### src/rtl/vga_timing_generator_pkg.sv
// Shared constants and payload types for the 640x480@60 VGA timing generator.
// Default geometry is 640x480 @ 60 Hz from a 25 MHz pixel clock.
package vga_timing_generator_pkg;

  localparam int unsigned FRAME_WIDTH  = 640;
  localparam int unsigned FRAME_HEIGHT = 480;
  localparam int unsigned H_FP_DEF     = 16;
  localparam int unsigned H_SYNC_DEF   = 96;
  localparam int unsigned H_BP_DEF     = 48;
  localparam int unsigned V_FP_DEF     = 10;
  localparam int unsigned V_SYNC_DEF   = 2;
  localparam int unsigned V_BP_DEF     = 33;

  localparam int unsigned H_TOTAL      = FRAME_WIDTH + H_FP_DEF + H_SYNC_DEF + H_BP_DEF;
  localparam int unsigned V_TOTAL      = FRAME_HEIGHT + V_FP_DEF + V_SYNC_DEF + V_BP_DEF;
  localparam int unsigned HSYNC_START  = FRAME_WIDTH + H_FP_DEF;
  localparam int unsigned HSYNC_END    = HSYNC_START + H_SYNC_DEF - 1;
  localparam int unsigned VSYNC_START  = FRAME_HEIGHT + V_FP_DEF;
  localparam int unsigned VSYNC_END    = VSYNC_START + V_SYNC_DEF - 1;

  localparam int unsigned CNT_W              = 10;
  localparam int unsigned COORD_W            = 12;
  localparam int unsigned RGB_W              = 3;
  localparam int unsigned MAX_COLOR_LATENCY  = 4;

  // Per-pixel control bits that travel alongside the colour pipeline.
  typedef struct packed {
    logic active;
    logic hs;
    logic vs;
  } align_t;

endpackage

### src/rtl/sync_delay.sv
// DEPTH x WIDTH shift register with async active-low reset; wire-through at DEPTH=0.
module sync_delay #(
  parameter int unsigned DEPTH = 1,
  parameter int unsigned WIDTH = 3
) (
  input  logic             clk,
  input  logic             rst_n,
  input  logic [WIDTH-1:0] d_i,
  output logic [WIDTH-1:0] q_o
);

  if (DEPTH == 0) begin : g_pass
    logic unused_clk_rst;
    assign unused_clk_rst = clk ^ rst_n;
    assign q_o = d_i;
  end else begin : g_shift
    logic [DEPTH-1:0][WIDTH-1:0] sr_q;

    always_ff @(posedge clk or negedge rst_n) begin
      if (!rst_n) begin
        sr_q <= '0;
      end else begin
        sr_q[0] <= d_i;
        for (int i = 1; i < int'(DEPTH); i++) begin
          sr_q[i] <= sr_q[i-1];
        end
      end
    end

    assign q_o = sr_q[DEPTH-1];
  end

endmodule

### src/rtl/vga_timing_generator.sv
// VGA raster timing: counters, coordinate presentation, colour-aligned sync/blank and frame tick.
module vga_timing_generator
  import vga_timing_generator_pkg::*;
#(
  parameter int unsigned H_ACTIVE        = FRAME_WIDTH,
  parameter int unsigned H_FP            = H_FP_DEF,
  parameter int unsigned H_SYNC          = H_SYNC_DEF,
  parameter int unsigned H_BP            = H_BP_DEF,
  parameter int unsigned V_ACTIVE        = FRAME_HEIGHT,
  parameter int unsigned V_FP            = V_FP_DEF,
  parameter int unsigned V_SYNC          = V_SYNC_DEF,
  parameter int unsigned V_BP            = V_BP_DEF,
  parameter int unsigned COLOR_LATENCY   = 1,
  parameter bit          SYNC_ACTIVE_LOW = 1'b1
) (
  input  logic               CLOCK_25,
  input  logic               RESET_N,
  output logic [COORD_W-1:0] x,
  output logic [COORD_W-1:0] y,
  output logic               active,
  input  logic [RGB_W-1:0]   color,
  output logic [RGB_W-1:0]   vga_rgb,
  output logic               vga_hsync,
  output logic               vga_vsync,
  output logic               frame_tick
);

  localparam int unsigned HT       = H_ACTIVE + H_FP + H_SYNC + H_BP;
  localparam int unsigned VT       = V_ACTIVE + V_FP + V_SYNC + V_BP;
  localparam int unsigned HS_START = H_ACTIVE + H_FP;
  localparam int unsigned HS_END   = HS_START + H_SYNC - 1;
  localparam int unsigned VS_START = V_ACTIVE + V_FP;
  localparam int unsigned VS_END   = VS_START + V_SYNC - 1;
  localparam logic        SYNC_IDLE = SYNC_ACTIVE_LOW;

  if (COLOR_LATENCY > MAX_COLOR_LATENCY) begin : g_bad_latency
    $error("vga_timing_generator: COLOR_LATENCY must be 0..4");
  end

  logic [CNT_W-1:0]   h_cnt_q, h_cnt_d;
  logic [CNT_W-1:0]   v_cnt_q, v_cnt_d;
  logic [COORD_W-1:0] x_q, x_d;
  logic [COORD_W-1:0] y_q, y_d;
  logic               tick_q, tick_d;
  align_t             p_q, p_d;
  align_t             dly;
  logic [RGB_W-1:0]   rgb_q;
  logic               hs_q, vs_q;
  logic               h_act, v_act;

  // Counter advance and stage-P decode from the current counter values.
  always_comb begin
    h_cnt_d = h_cnt_q + CNT_W'(1);
    v_cnt_d = v_cnt_q;
    if (h_cnt_q == CNT_W'(HT - 1)) begin
      h_cnt_d = '0;
      v_cnt_d = (v_cnt_q == CNT_W'(VT - 1)) ? '0 : v_cnt_q + CNT_W'(1);
    end

    h_act    = h_cnt_q < CNT_W'(H_ACTIVE);
    v_act    = v_cnt_q < CNT_W'(V_ACTIVE);
    x_d      = h_act ? COORD_W'(h_cnt_q) + COORD_W'(1) : '0;
    y_d      = v_act ? COORD_W'(v_cnt_q) + COORD_W'(1) : '0;
    tick_d   = (h_cnt_q == '0) && (v_cnt_q == CNT_W'(V_ACTIVE));
    p_d.active = h_act && v_act;
    p_d.hs   = (h_cnt_q >= CNT_W'(HS_START)) && (h_cnt_q <= CNT_W'(HS_END));
    p_d.vs   = (v_cnt_q >= CNT_W'(VS_START)) && (v_cnt_q <= CNT_W'(VS_END));
  end

  always_ff @(posedge CLOCK_25 or negedge RESET_N) begin
    if (!RESET_N) begin
      h_cnt_q <= '0;
      v_cnt_q <= '0;
      x_q     <= '0;
      y_q     <= '0;
      tick_q  <= 1'b0;
      p_q     <= '0;
    end else begin
      h_cnt_q <= h_cnt_d;
      v_cnt_q <= v_cnt_d;
      x_q     <= x_d;
      y_q     <= y_d;
      tick_q  <= tick_d;
      p_q     <= p_d;
    end
  end

  sync_delay #(
    .DEPTH (COLOR_LATENCY),
    .WIDTH ($bits(align_t))
  ) u_sync_delay (
    .clk   (CLOCK_25),
    .rst_n (RESET_N),
    .d_i   (p_q),
    .q_o   (dly)
  );

  // Output register: colour is gated by the blank flag aligned to it.
  always_ff @(posedge CLOCK_25 or negedge RESET_N) begin
    if (!RESET_N) begin
      rgb_q <= '0;
      hs_q  <= SYNC_IDLE;
      vs_q  <= SYNC_IDLE;
    end else begin
      rgb_q <= dly.active ? color : '0;
      hs_q  <= dly.hs ^ SYNC_IDLE;
      vs_q  <= dly.vs ^ SYNC_IDLE;
    end
  end

  assign x          = x_q;
  assign y          = y_q;
  assign active     = p_q.active;
  assign frame_tick = tick_q;
  assign vga_rgb    = rgb_q;
  assign vga_hsync  = hs_q;
  assign vga_vsync  = vs_q;

endmodule

### config.mk
export PLATFORM = sky130hd
export DESIGN_NAME = vga_timing_generator
export DESIGN_NICKNAME = d
export VERILOG_FILES = /design/src/rtl/vga_timing_generator_pkg.sv /design/src/rtl/sync_delay.sv /design/src/rtl/vga_timing_generator.sv
export SDC_FILE = /design/constraint.sdc
export NUM_CORES = 1
export LEC_CHECK = 0
export BUFFER_PORTS_ARGS = -buffer_cell sky130_fd_sc_hd__buf_4
export CORE_MARGIN = 2
export CORE_UTILIZATION = 50
export DETAILED_ROUTE_END_ITERATION = 7
export PLACE_DENSITY = 0.72
export SLEW_MARGIN = 5
export SYNTH_ARGS = -nofsm -noshare
export SYNTH_HDL_FRONTEND = slang
export SYNTH_SLANG_ARGS = --single-unit
### constraint.sdc
create_clock -name CLOCK_25 -period 2.1 [get_ports CLOCK_25]
set_input_delay 0.42 -clock CLOCK_25 [delete_from_list [all_inputs] [get_ports CLOCK_25]]
set_output_delay 0.42 -clock CLOCK_25 [all_outputs]
set_load 0.005 [all_outputs]
==> results of run 1 <==
cell usage after synthesis (2+ instances only):
library cell,n,area (um2)
dfrtp_1,52,1300
nor2_1,27,101
nand2_1,11,41.3
o21ai_0,10,50.1
and2_1,9,56.3
xnor2_1,8,70.1
inv_1,7,26.3
xor2_1,7,61.3
buf_2,6,30.0
clkbuf_1,5,18.8
nand3_1,5,25.0
nor3_1,5,25.0
a22o_1,4,35.0
and3_1,4,25.0
ha_1,4,50.1
nand4_1,4,25.0
nor4_1,3,18.8
and4_1,2,17.5
buf_4,2,15.0
dfstp_2,2,52.6
nand2b_1,2,12.5
nor2b_1,2,12.5
nor4_2,2,25.0
o31ai_1,2,15.0
metrics by stage:
step / setup slack (ns) / cells
after global placement: 0.284 / 273
final: 0.156 / 281
after global routing: 0.0165 / 281
after detailed placement: 0.189 / 273
after CTS: 0.171 / 281
after floorplan: 0.388 / 199
flip-flops by register name, indices dropped and copies added, names as in the netlist:
signal,flops
v_cnt_q,10
active,1
vga_hsync,1
h_cnt_q,10
u_sync_delay.q_o,3
vga_vsync,1
vga_rgb,3
x,11
p_q,2
frame_tick,1
y,11
layout make-up:
type / instances / share of cell area
Tap cell: 52 / 0.0254
Clock inverter: 1 / 0.00293
Clock buffer: 7 / 0.0297
Multi-Input combinational cell: 125 / 0.302
Inverter: 7 / 0.0102
Timing Repair Buffer: 35 / 0.102
Sequential cell: 54 / 0.528
worst max-delay path, cell delays in order, from the launching register on:
cell and delay (ns):
dfrtp_1 0.44, ha_1 0.23, nand3_2 0.13, or4_1 0.66
nor2_1 0.23, a22o_1 0.18
routing by layer:
layer	global-route usage	vias up	share of wire
met5	0	-	0
met2	0.233	31	0.44
li1	-	709	-
met3	0.0404	5	0.053
met1	0.224	667	0.49
met4	0.0641	0	0.018
where the power goes:
part	leakage, uW	total, uW	switching [uW]	internal (uW)
registers	0.000689	1050	1.55	1040
logic	0.000495	36.5	23.5	13.0
clock network	0.0000385	556	319	237
final timing paths:
kind / start / to / slack [ns] / cells after the start
max: h_cnt_q[0]$_DFF_PN0_ / v_cnt_q[3]$_DFFE_PN0N_ / 0.16 / 5
max in group asynchronous: RESET_N / y[5]$_DFF_PN0_ / 1.54 / 1
min in group CLOCK_25: color[1] / vga_rgb[1]$_DFF_PN0_ / 0.33 / 2
max reg2reg: h_cnt_q[0]$_DFF_PN0_ / v_cnt_q[3]$_DFFE_PN0N_ / 0.16 / 5
min: RESET_N / h_cnt_q[8]$_DFF_PN0_ / 0.13 / 1
min reg2reg: u_sync_delay.q_o[1]$_DFF_PN0_ / vga_hsync$_DFF_PN1_ / 0.35 / 1
kinds of logic (layout without fill, tap and decap cells):
group                      Yosys count  in the layout  share of synthesized area
and+or+nand+nor                     82             82                      0.204
buffers and inverters               20             50                     0.0409
adders and majority gates            4              4                     0.0227
other                                1              5                    0.00170
AOI/OAI and AO/OA                   18             18                     0.0517
DFF                                 54             54                      0.614
xor gates and xnor gates            15             15                     0.0596
muxes                                1              1                    0.00511
==> impl_results.html, run 1 <==
<table>
<tr><th>Metric</th><th>Value</th></tr>
<tr><th colspan="2">Status</th></tr>
<tr><td>Run status</td><td>complete, no violations</td></tr>
<tr><th colspan="2">STA</th></tr>
<tr><td>Worst slew margin relative to its limit</td><td>0.573</td></tr>
<tr><td>Final-layout worst hold slack</td><td>0.132 ns</td></tr>
<tr><td>Achievable clock frequency</td><td>514 MHz</td></tr>
<tr><td>Max-slew violation total from the final report</td><td>0</td></tr>
<tr><td>Clock period minus worst slack</td><td>1.94 ns</td></tr>
<tr><td>Final Hold Violating Endpoints</td><td>0</td></tr>
<tr><td>Ratio of final minimum period to clock period</td><td>0.926</td></tr>
<tr><td>Total Neg Setup Slack</td><td>0 ns</td></tr>
<tr><td>Unrepaired setup endpoints after global routing</td><td>false</td></tr>
<tr><td>Layout Skew</td><td>0.0106 ns</td></tr>
<tr><td>Final setup violation count</td><td>0</td></tr>
<tr><td>Measured slew at the worst slew-check pin</td><td>0.641 ns</td></tr>
<tr><th colspan="2">Layout</th></tr>
<tr><td>Most common library cell in the layout ignoring fill and taps</td><td>dfrtp_1</td></tr>
<tr><td>Diode insertion count for antenna repair</td><td>0</td></tr>
<tr><td>Fraction of layout instances using a drive strength above 1</td><td>0.210</td></tr>
<tr><td>Final instance area</td><td>2570 um2</td></tr>
<tr><td>Post-layout utilization of the core</td><td>0.598</td></tr>
<tr><td>Commonest non-fill, non-tap cells in the layout</td><td>dfrtp_1 (52), buf_4 (35), nor2_1 (27)</td></tr>
<tr><td>Area added between synthesis and finish</td><td>16.5%</td></tr>
<tr><td>Sequential cell area</td><td>1350 um2</td></tr>
<tr><td>Number of nets in the layout</td><td>237</td></tr>
<tr><td>Total of fill cells in the finished design</td><td>357</td></tr>
<tr><td>Area of the multi-input gates</td><td>774 um2</td></tr>
<tr><th colspan="2">Route</th></tr>
<tr><td>Drt wl/cell</td><td>12.9 um</td></tr>
<tr><td>Initial detailed-routing violation count</td><td>82</td></tr>
<tr><td>Wire length reported by the detailed router</td><td>3620 um</td></tr>
<tr><td>DRC violation count after routing</td><td>0</td></tr>
<tr><td>Total number of vias</td><td>1,412</td></tr>
<tr><td>Vias per Instance</td><td>5.02</td></tr>
<tr><td>Count of antenna-violating nets left after detailed routing</td><td>0</td></tr>
<tr><td>First-pass iteration count of the detailed router</td><td>2</td></tr>
<tr><th colspan="2">Clock tree</th></tr>
<tr><td>Clock tree root buffer cell</td><td>clkbuf_8</td></tr>
<tr><td>Total CTS buffers</td><td>5</td></tr>
<tr><td>Clock sinks</td><td>54</td></tr>
<tr><td>Clock slew at the register clock pins of the worst setup and hold paths</td><td>0.10 ns</td></tr>
<tr><td>Post-CTS resize count</td><td>0</td></tr>
<tr><td>Maximum buffer depth of the clock tree</td><td>2</td></tr>
<tr><td>Number of levels the H-tree was split into</td><td>2</td></tr>
<tr><td>CTS Hold Bufs</td><td>0</td></tr>
<tr><td>Post-CTS Setup Bufs</td><td>0</td></tr>
<tr><td>CTS tree</td><td>yes</td></tr>
<tr><td>Clk_lat worst skew</td><td>0.31 ns</td></tr>
<tr><th colspan="2">Hold path</th></tr>
<tr><td>Class of the tightest hold or removal check</td><td>input pin to async pin</td></tr>
<tr><th colspan="2">Die</th></tr>
<tr><td>Area of the die</td><td>4950 um2</td></tr>
<tr><td>FP Rows</td><td>24</td></tr>
<tr><td>Initial Util</td><td>0.513</td></tr>
<tr><td>Width of the die</td><td>70.4 um</td></tr>
<tr><td>Count of boundary I/O pins</td><td>36</td></tr>
<tr><td>Die height</td><td>70.4 um</td></tr>
<tr><td>Core region area</td><td>4290 um2</td></tr>
<tr><th colspan="2">Power</th></tr>
<tr><td>Power Total</td><td>1640 uW</td></tr>
<tr><td>Areal power density over the cells</td><td>639 nW/um2</td></tr>
<tr><td>Worst vdd rail ir drop</td><td>0.325 mV</td></tr>
<tr><td>Leak</td><td>0.00122 uW</td></tr>
<tr><th colspan="2">Place</th></tr>
<tr><td>Estimated wirelength of the detail-placed design</td><td>2460 um</td></tr>
<tr><td>Routability Congestion</td><td>0.834</td></tr>
<tr><td>I/O Buffers</td><td>33</td></tr>
<tr><td>Instance area after placement</td><td>2480 um2</td></tr>
<tr><th colspan="2">Yosys</th></tr>
<tr><td>Synthesized instance count</td><td>195</td></tr>
<tr><td>Share of synthesized area occupied by flip-flops and latches</td><td>0.614</td></tr>
<tr><td>Flops &amp; latches, synth</td><td>54</td></tr>
<tr><td>Syn Std Cell Area</td><td>2200 um2</td></tr>
<tr><td>Library cells used by synthesis</td><td>34</td></tr>
<tr><td>Dominant register cell in the synthesized netlist</td><td>dfrtp_1</td></tr>
<tr><td>Fraction of registers with async set/reset</td><td>1.00</td></tr>
<tr><td>Number of warnings printed during yosys synthesis</td><td>0</td></tr>
<tr><td>Avg Inst Size Synth</td><td>11.3 um2</td></tr>
<tr><td>Number of flops mapped to enable cells by yosys</td><td>0</td></tr>
<tr><th colspan="2">GRT</th></tr>
<tr><td>Total global routing overflow</td><td>0</td></tr>
<tr><td>Initial antenna violation count</td><td>0</td></tr>
<tr><td>Wire length of the first global-routing pass</td><td>6160 um</td></tr>
<tr><td>Pin count of the biggest net entering global routing</td><td>55</td></tr>
<tr><td>Global router's overall resource usage</td><td>0.158</td></tr>
<tr><td>Vias in the first global route</td><td>1,296</td></tr>
<tr><th colspan="2">Setup path</th></tr>
<tr><td>Required @ worst endpoint</td><td>2.34 ns</td></tr>
<tr><td>CP startpoint kind</td><td>flip-flop</td></tr>
<tr><td>Setup CP Type</td><td>flip-flop to flip-flop</td></tr>
<tr><td>Critical Path Sink Type</td><td>flip-flop</td></tr>
<tr><td>Critical path peak fanout</td><td>7</td></tr>
<tr><td>Critical Path AT</td><td>2.18 ns</td></tr>
<tr><th colspan="2">Flow run</th></tr>
<tr><td>Reported max-cap violation count</td><td>0</td></tr>
</table>
Note: power is estimated with default switching activity, not from simulation.
==> run 2, diff against run 1 <==
Settings changed: CTS_BUF_LIST set to sky130_fd_sc_hd__clkbuf_4 sky130_fd_sc_hd__clkbuf_8 sky130_fd_sc_hd__clkbuf_16.
==> impl_results.html, run 2 (synthesis results as in run 1) <==
<table>
<tr><th>Metric</th><th>Value</th></tr>
<tr><th colspan="2">Layout</th></tr>
<tr><td>Fraction of layout instances using a drive strength above 1</td><td>0.218</td></tr>
<tr><td>Commonest non-fill, non-tap cells in the layout</td><td>dfrtp_1 (52), buf_4 (35), nor2_1 (27)</td></tr>
<tr><td>Number of nets in the layout</td><td>237</td></tr>
<tr><td>Total of fill cells in the finished design</td><td>358</td></tr>
<tr><td>Number of standard cells in the final layout excluding fillers</td><td>281</td></tr>
<tr><td>Diode insertion count for antenna repair</td><td>0</td></tr>
<tr><td>Most common library cell in the layout ignoring fill and taps</td><td>dfrtp_1</td></tr>
<tr><td>Area of the multi-input gates</td><td>774 um2</td></tr>
<tr><td>Sequential cell area</td><td>1350 um2</td></tr>
<tr><td>Area added between synthesis and finish</td><td>16.8%</td></tr>
<tr><td>Final instance area</td><td>2570 um2</td></tr>
<tr><th colspan="2">Setup path</th></tr>
<tr><td>Cell with the largest stage delay on the worst path</td><td>or4_1</td></tr>
<tr><td>Setup CP Type</td><td>flip-flop to flip-flop</td></tr>
<tr><td>Worst-path cell chain</td><td>ha_1 &gt; nand3_2 &gt; or4_1 &gt; o21ai_0 &gt; o31ai_1</td></tr>
<tr><td>Required @ worst endpoint</td><td>2.29 ns</td></tr>
<tr><td>CP startpoint kind</td><td>flip-flop</td></tr>
<tr><td>Largest stage delay on the critical path</td><td>0.66 ns</td></tr>
<tr><td>R2R setup slack</td><td>0.16 ns</td></tr>
<tr><td>Critical Path AT</td><td>2.13 ns</td></tr>
<tr><td>Depth of the worst register-to-register path</td><td>5</td></tr>
<tr><td>Critical Path Sink Type</td><td>flip-flop</td></tr>
<tr><td>Critical path peak fanout</td><td>7</td></tr>
<tr><th colspan="2">STA</th></tr>
<tr><td>Ratio of final minimum period to clock period</td><td>0.922</td></tr>
<tr><td>Measured slew at the worst slew-check pin</td><td>0.651 ns</td></tr>
<tr><td>Max-slew violation total from the final report</td><td>0</td></tr>
<tr><td>Worst slew margin relative to its limit</td><td>0.566</td></tr>
<tr><td>Unrepaired setup endpoints after global routing</td><td>false</td></tr>
<tr><td>Final-layout worst hold slack</td><td>0.138 ns</td></tr>
<tr><td>Layout Skew</td><td>0.0116 ns</td></tr>
<tr><td>Final setup violation count</td><td>0</td></tr>
<tr><td>Achievable clock frequency</td><td>517 MHz</td></tr>
<tr><td>Final Hold Violating Endpoints</td><td>0</td></tr>
<tr><td>Clock period minus worst slack</td><td>1.94 ns</td></tr>
<tr><td>Total Neg Setup Slack</td><td>0 ns</td></tr>
<tr><th colspan="2">Place</th></tr>
<tr><td>Instance area after placement</td><td>2480 um2</td></tr>
<tr><td>I/O Buffers</td><td>33</td></tr>
<tr><td>Placed Instances</td><td>273</td></tr>
<tr><td>Routability Congestion</td><td>0.834</td></tr>
<tr><td>Estimated wirelength of the detail-placed design</td><td>2460 um</td></tr>
<tr><th colspan="2">Clock tree</th></tr>
<tr><td>Clock tree root buffer cell</td><td>clkbuf_8</td></tr>
<tr><td>Clk_lat worst skew</td><td>0.31 ns</td></tr>
<tr><td>Clock slew at the register clock pins of the worst setup and hold paths</td><td>0.10 ns</td></tr>
<tr><td>CTS Hold Bufs</td><td>0</td></tr>
<tr><td>Number of levels the H-tree was split into</td><td>2</td></tr>
<tr><td>Post-CTS Setup Bufs</td><td>0</td></tr>
<tr><td>CTS tree</td><td>yes</td></tr>
<tr><td>Clock sinks</td><td>54</td></tr>
<tr><td>Total CTS buffers</td><td>5</td></tr>
<tr><td>Post-CTS resize count</td><td>0</td></tr>
<tr><td>Maximum buffer depth of the clock tree</td><td>2</td></tr>
<tr><th colspan="2">Route</th></tr>
<tr><td>First-pass iteration count of the detailed router</td><td>4</td></tr>
<tr><td>Drt wl/cell</td><td>13.0 um</td></tr>
<tr><td>Initial detailed-routing violation count</td><td>110</td></tr>
<tr><td>DRC violation count after routing</td><td>0</td></tr>
<tr><td>Wire length reported by the detailed router</td><td>3650 um</td></tr>
<tr><td>Total number of vias</td><td>1,444</td></tr>
<tr><td>Vias per Instance</td><td>5.14</td></tr>
<tr><td>Count of antenna-violating nets left after detailed routing</td><td>0</td></tr>
<tr><th colspan="2">Die</th></tr>
<tr><td>Area of the die</td><td>4950 um2</td></tr>
<tr><td>Initial Util</td><td>0.513</td></tr>
<tr><td>Width of the die</td><td>70.4 um</td></tr>
<tr><td>Die height</td><td>70.4 um</td></tr>
<tr><td>FP Rows</td><td>24</td></tr>
<tr><td>Core region area</td><td>4290 um2</td></tr>
<tr><td>Count of boundary I/O pins</td><td>36</td></tr>
<tr><th colspan="2">Flow run</th></tr>
<tr><td>Reported max-cap violation count</td><td>0</td></tr>
<tr><th colspan="2">Power</th></tr>
<tr><td>Worst vdd rail ir drop</td><td>0.364 mV</td></tr>
<tr><td>Leak</td><td>0.00123 uW</td></tr>
<tr><td>Areal power density over the cells</td><td>649 nW/um2</td></tr>
<tr><th colspan="2">GRT</th></tr>
<tr><td>Initial antenna violation count</td><td>0</td></tr>
<tr><td>Vias in the first global route</td><td>1,300</td></tr>
<tr><td>Pin count of the biggest net entering global routing</td><td>55</td></tr>
<tr><td>Total global routing overflow</td><td>0</td></tr>
<tr><td>Global router's overall resource usage</td><td>0.160</td></tr>
<tr><td>Wire length of the first global-routing pass</td><td>6200 um</td></tr>
<tr><th colspan="2">Status</th></tr>
<tr><td>Run status</td><td>complete, no violations</td></tr>
<tr><th colspan="2">Hold path</th></tr>
<tr><td>Class of the tightest hold or removal check</td><td>input pin to async pin</td></tr>
</table>
==> run 2: worst paths after layout <==
check,end,from
max,v_cnt_q[5]$_DFFE_PN0N_,h_cnt_q[0]$_DFF_PN0_
min,u_sync_delay.q_o[1]$_DFF_PN0_,RESET_N
max reg2reg,v_cnt_q[5]$_DFFE_PN0N_,h_cnt_q[0]$_DFF_PN0_
min in group CLOCK_25,vga_rgb[1]$_DFF_PN0_,color[1]
min reg2reg,vga_hsync$_DFF_PN1_,u_sync_delay.q_o[1]$_DFF_PN0_
max in group asynchronous,h_cnt_q[9]$_DFF_PN0_,RESET_N
==> run 2: power by group <==
group          total, uW  switching (uW)  internal, uW
Sequential          1050            1.54          1040
Clock                587             325           262
Combinational       36.8            23.8          13.0
==> run 2: area by class of cell <==
type	instances	share of cell area
clock buffers	7	0.0326
well taps	52	0.0253
clock inverters	1	0.00292
multi-input cells	125	0.301
flip-flops and latches	54	0.526
repair buffers	35	0.102
inverters	7	0.0102
==> run 2: metal layers <==
layer / vias up / GRT usage / share of wire
met5: - / 0 / 0
met4: 0 / 0.0769 / 0.021
li1: 706 / - / -
met3: 6 / 0.0404 / 0.061
met1: 691 / 0.223 / 0.48
met2: 41 / 0.234 / 0.44
==> run 2: critical path, delay by kind of cell, from the launching register on <==
kind / cells / cell delay, ns
AO/OA/AOI/OAI: 2 / 0.35
adder cells (fa/ha/maj): 1 / 0.23
flip-flops: 1 / 0.45
AND/OR/NAND/NOR: 2 / 0.79
==> run 2: stage by stage <==
stage / utilization / setup slack [ns] / power [uW]
floorplan: - / 0.388 / 1070
global placement: 0.578 / 0.284 / 1110
detailed placement: 0.578 / 0.189 / 1110
CTS: 0.599 / 0.171 / 1690
global route: 0.599 / 0.0163 / 1730
finish: 0.599 / 0.164 / 1670
